## src/rtl/parking_slot_allocator.sv

```systemverilog
// ---------------------------------------------------------------------------
// parking_slot_allocator
//   Entry-side slot allocator. On an entry request it offers the lowest-index
//   free slot (one-hot), marks it occupied when the gate acknowledges, and
//   clears slots on exit events. Holds the registered occupancy bitmap, the
//   free-slot count and the full flag.
//
// Ports
//   clk, rst_n        clock, asynchronous active-low reset
//   load_valid/map    one-cycle overwrite of the occupancy bitmap (1=occupied)
//   entry_req         level request from the entry gate (4-phase handshake)
//   grant_valid/loc   current slot offer (location is zero when not offering)
//   entry_ack         gate accepts the offer, only looked at during an offer
//   exit_valid/loc    one-cycle pulse: car left the one-hot exit_location
//   exit_error        one-cycle pulse after a rejected exit
//   occupancy         registered bitmap
//   free_count, full  registered, derived from the same next-state bitmap
// ---------------------------------------------------------------------------
module parking_slot_allocator #(
   parameter int SLOTS = 8,
   parameter int CW    = 4
) (
   input  logic             clk,
   input  logic             rst_n,
   input  logic             load_valid,
   input  logic [SLOTS-1:0] load_map,
   input  logic             entry_req,
   output logic             grant_valid,
   output logic [SLOTS-1:0] grant_location,
   input  logic             entry_ack,
   output logic             full,
   input  logic             exit_valid,
   input  logic [SLOTS-1:0] exit_location,
   output logic             exit_error,
   output logic [SLOTS-1:0] occupancy,
   output logic [CW-1:0]    free_count
);

   localparam logic [1:0] S_IDLE    = 2'd0;
   localparam logic [1:0] S_OFFER   = 2'd1;
   localparam logic [1:0] S_RELEASE = 2'd2;

   logic [1:0]       state_q, state_d;
   logic             grant_valid_q, grant_valid_d;
   logic [SLOTS-1:0] grant_location_q, grant_location_d;
   logic [SLOTS-1:0] occupancy_q, occupancy_d;
   logic [CW-1:0]    free_count_q, free_count_d;
   logic             full_q, full_d;
   logic             exit_error_q, exit_error_d;

   logic [SLOTS-1:0] free_map;
   logic [SLOTS-1:0] lowest_free;
   logic             exit_onehot;
   logic             exit_ok;
   logic             ack_fire;
   logic [CW-1:0]    occ_cnt;

   // Isolate the lowest set bit of the free map: x & -x.
   assign free_map    = ~occupancy_q;
   assign lowest_free = free_map & (~free_map + SLOTS'(1));

   assign exit_onehot = (exit_location != '0) &&
                        ((exit_location & (exit_location - SLOTS'(1))) == '0);
   // The offered slot is still free in occupancy_q, so an exit naming it
   // fails the occupied test and is rejected here without a special case.
   assign exit_ok     = exit_valid && exit_onehot && ((exit_location & occupancy_q) != '0);
   assign ack_fire    = (state_q == S_OFFER) && entry_ack;

   // Bitmap update: a load overrides both the ack's set and the exit's clear.
   always_comb begin
      occupancy_d = occupancy_q;
      if (load_valid) begin
         occupancy_d = load_map;
      end else begin
         if (ack_fire) occupancy_d = occupancy_d | grant_location_q;
         if (exit_ok)  occupancy_d = occupancy_d & ~exit_location;
      end
      exit_error_d = exit_valid && !exit_ok && !load_valid;
   end

   // Count and full flag come from the next-state bitmap so they always
   // match occupancy in the same cycle.
   always_comb begin
      occ_cnt = '0;
      for (int i = 0; i < SLOTS; i++) begin
         occ_cnt = occ_cnt + CW'(occupancy_d[i]);
      end
      free_count_d = CW'(SLOTS) - occ_cnt;
      full_d       = &occupancy_d;
   end

   always_comb begin
      state_d          = state_q;
      grant_valid_d    = grant_valid_q;
      grant_location_d = grant_location_q;
      case (state_q)
         S_IDLE: begin
            if (entry_req && !full_q) begin
               state_d          = S_OFFER;
               grant_valid_d    = 1'b1;
               grant_location_d = lowest_free;
            end
         end
         S_OFFER: begin
            // Offer stays frozen; no re-search while it is outstanding.
            if (entry_ack) begin
               state_d          = S_RELEASE;
               grant_valid_d    = 1'b0;
               grant_location_d = '0;
            end else if (!entry_req ||
                         (load_valid && ((load_map & grant_location_q) != '0))) begin
               // Withdrawn by the gate, or the slot was taken by a sensor load.
               state_d          = S_IDLE;
               grant_valid_d    = 1'b0;
               grant_location_d = '0;
            end
         end
         S_RELEASE: begin
            if (!entry_req) state_d = S_IDLE;
         end
         default: begin
            state_d          = S_IDLE;
            grant_valid_d    = 1'b0;
            grant_location_d = '0;
         end
      endcase
   end

   always_ff @(posedge clk or negedge rst_n) begin
      if (!rst_n) begin
         state_q          <= S_IDLE;
         grant_valid_q    <= 1'b0;
         grant_location_q <= '0;
         occupancy_q      <= '0;
         free_count_q     <= CW'(SLOTS);
         full_q           <= 1'b0;
         exit_error_q     <= 1'b0;
      end else begin
         state_q          <= state_d;
         grant_valid_q    <= grant_valid_d;
         grant_location_q <= grant_location_d;
         occupancy_q      <= occupancy_d;
         free_count_q     <= free_count_d;
         full_q           <= full_d;
         exit_error_q     <= exit_error_d;
      end
   end

   assign grant_valid    = grant_valid_q;
   assign grant_location = grant_location_q;
   assign occupancy      = occupancy_q;
   assign free_count     = free_count_q;
   assign full           = full_q;
   assign exit_error     = exit_error_q;

endmodule

```

## config.mk

```make
export PLATFORM = sky130hd
export DESIGN_NAME = parking_slot_allocator
export DESIGN_NICKNAME = d
export VERILOG_FILES = /design/src/rtl/parking_slot_allocator.sv
export SDC_FILE = /design/constraint.sdc
export NUM_CORES = 1
export LEC_CHECK = 0
export ABC_AREA = 1
export BUFFER_PORTS_ARGS = -buffer_cell sky130_fd_sc_hd__buf_2
export CAP_MARGIN = 20
export CORE_ASPECT_RATIO = 0.7
export CORE_MARGIN = 2
export CORE_UTILIZATION = 51
export DETAILED_ROUTE_END_ITERATION = 6
export GPL_TIMING_DRIVEN = 0
export PLACE_DENSITY_LB_ADDON = 0.1
export SYNTH_ARGS = -nofsm -noshare
export SYNTH_HDL_FRONTEND = slang
export SYNTH_SLANG_ARGS = --single-unit
```

## constraint.sdc

```tcl
create_clock -name clk -period 3.81 [get_ports clk]
set_input_delay 0 -clock clk [delete_from_list [all_inputs] [get_ports clk]]
set_output_delay 0 -clock clk [all_outputs]
set_load 0.005 [all_outputs]
```

==> qor.csv <==
metric;value;unit
Worst Tran Pin Value;0.535;ns
min-delay worst type;in -> reg;
initial DRC count;115;
hold slack;0.00708;ns
largest area contributor in the netlist;dfrtp_1;
ranking of synthesized cells by area;dfrtp_1, nand2_1, inv_1;
count of state elements after synthesis;25;
WHS Endpoint;state_q[0]$_DFFE_PN0P_;
final cell count without fillers;279;
total power;0.726;mW
routed wire length per instance;12.7;um
Initial Util;0.540;
CTS root buffer;clkbuf_8;
register area share after synthesis;0.414;
Clock Skew;0.00211;ns
commonest non-fill, non-tap cells in the layout;nand2_1, buf_2, dfrtp_1;
final core utilization;0.656;
CP Buf/Inv Count;2;
CTS tree;done;
worst-path cell chain;nand2_1 > nand2_1 > nor2_1 > nand2_1 > nand2_1 > nor2_4 > nand2_2 > inv_2 > nand2_1 > nand2_1 > nand2_1 > inv_2 > fa_1 > ha_1 > fa_1 > fa_1 > ha_1;
Pre-antenna DRT Iters;4;
Synth Instances;194;
CP max stage cell;fa_1;
die area;0.00343;mm^2
WL final;3540;um
initial antenna violation count;0;
Die Ht;49.6;um
Final Setup Violations;0;
Crit Path Category;reg -> reg;
period utilization;0.873;
FF-to-FF End;free_count[2]$_DFF_PN0_;
Max Cap Viol;0;
Critical Path Source;occupancy[1]$_DFF_PN0_;
share of post-route cells with drive strength above 1;0.276;
syn nets;225;
first-pass GRT wire length;5980;um
Post-CTS Resized;0;
H-tree lvl count;1;
CP Data Arrival Time;3.48;ns
clock sink total;25;
I/O pins;45;
CP most frequent cell;nand2_1;
Port Buffers;43;
CP top delay family;adder cells;
Final HPWL DP;2880;um
placed cell count;273;
Min-Delay Path Depth;3;
cell depth of the worst flop-to-flop path;17;
syn avg cell area;7.80;um^2
# nets final;275;
max incr delay on CP;0.49;ns
RSZ-0062 raised after global routing;false;
Post-synth EDFFs;0;
Post-Syn Area;0.00151;mm^2
area of the multi-input gates;762;um^2
Reg-to-Reg Start;occupancy[1]$_DFF_PN0_;
GR Overflow Total;0;
setup_tns;0;ns
CORE AREA;0.00280;mm^2
routed via count;1428;
status;complete, no violations;
Clock Latency Late Sink;0.26;ns
Final Hold Viols;0;
DRC viols;0;
Post-synth top flop;dfrtp_1;
Worst setup SP type;flip-flop;
largest net degree at the start of global routing;26;
worst-path maximum fanout;6;
hold_sp;entry_req;
area grow syn2layout;21.5;%
number of global-route vias before repair;1319;
ant diodes;0;
Critical Path End Type;flip-flop;
clock tree buffer depth;2;
ys async rst share;1.00;
Slew Limit Fails;0;
Synth top area share;0.397;
r2r setup slk;0.48;ns
FMAX;301;MHz
commonest non-fill, non-tap cell in the layout;nand2_1;
Row Count;16;
Tmin final;3.33;ns
Die X;69.1;um
Post-DRT Antenna Nets;0;
Peak VDD IR;304;uV
Fillers;255;
synth warn;0;
Synth cell types;27;
storage element area;627;um^2
slew margin rel.;0.643;
Reg clk slew, reported paths;0.08;ns
pwr dens;395;mW/mm^2
GRT Total Usage;0.224;
via/cell ratio;5.12;
leakage power;0.990;nW
TritonCTS Buffers;3;
RD Place Congestion;0.841;
CP Data Required Time;3.96;ns
[state kept, by name, indices dropped and copies added, names as in the netlist]
| name | flops |
|---|---|
| state_q | 2 |
| free_count | 4 |
| exit_error | 1 |
| occupancy | 8 |
| grant_valid | 1 |
| full | 1 |
| grant_location | 8 |
[power breakdown]
group          switching, mW  internal (mW)  leakage [nW]  total (mW)
Combinational          0.131         0.0943         0.650       0.226
Clock                 0.0788         0.0747        0.0228       0.153
Sequential            0.0321          0.315         0.317       0.347
Total                  0.242          0.484         0.990       0.726
[cells by family after synthesis]
logic type / count (synthesis) / share of synthesized area
flip-flops: 25 / 0.414
AO/OA/AOI/OAI: 25 / 0.107
AND/OR/NAND/NOR: 104 / 0.302
buffers and inverters: 31 / 0.0826
adder cells (fa/ha/maj): 9 / 0.0942
[tightest hold or removal path, cell delays in order]
cell and delay (ns):
buf_2 0.09, nand3_1 0.09, nand2_1 0.07
[synthesized netlist by cell type, types with 2 or more instances]
master / count
nand3_2: 2
nand2_2: 4
inv_1: 23
o21ai_2: 2
nor2_4: 2
nand2_1: 70
nor2_1: 12
fa_1: 4
ha_1: 5
o31ai_1: 5
o21ai_1: 2
o41ai_1: 2
nand4_1: 2
nand3_1: 8
a21oi_1: 9
nor3_1: 2
dfrtp_1: 24
inv_2: 6
o21ai_0: 2
[repair_timing]
action | CTS | global route
setup endpoints to repair | 0 | 0
hold buffers | 2 | 0
setup buffers | 0 | 0
hold endpoints to repair | 25 | 0
[cell type report]
class	instances	area share
Sequential cell	25	0.341
Buffer	2	0.00884
Clock buffer	4	0.0245
Timing Repair Buffer	45	0.128
Multi-Input combinational cell	138	0.414
Inverter	29	0.0592
Tap cell	36	0.0245
[layer usage]
layer,vias up,track usage,share of wire
li1,714,-,-
met1,660,0.325,0.49
met2,52,0.341,0.43
met3,2,0.0532,0.079
met4,0,0.0490,0.0054
met5,-,0,0
[worst max-delay path by stage]
stage               cells after the start                      end
floorplan                              17  free_count[2]$_DFF_PN0_
global placement                       17  free_count[2]$_DFF_PN0_
detailed placement                     17  free_count[2]$_DFF_PN0_
CTS                                    17  free_count[2]$_DFF_PN0_
global route                           17  free_count[2]$_DFF_PN0_
finish                                 17  free_count[2]$_DFF_PN0_
[stage by stage]
step / cell area (um^2) / worst slack (ns)
finish: 1840 / 0.482
CTS: 1840 / 0.482
global route: 1840 / 0.254
detailed placement: 1770 / 0.511
floorplan: 1510 / 0.715
global placement: 1770 / 0.508
Note: power is estimated with default switching activity, not from simulation.
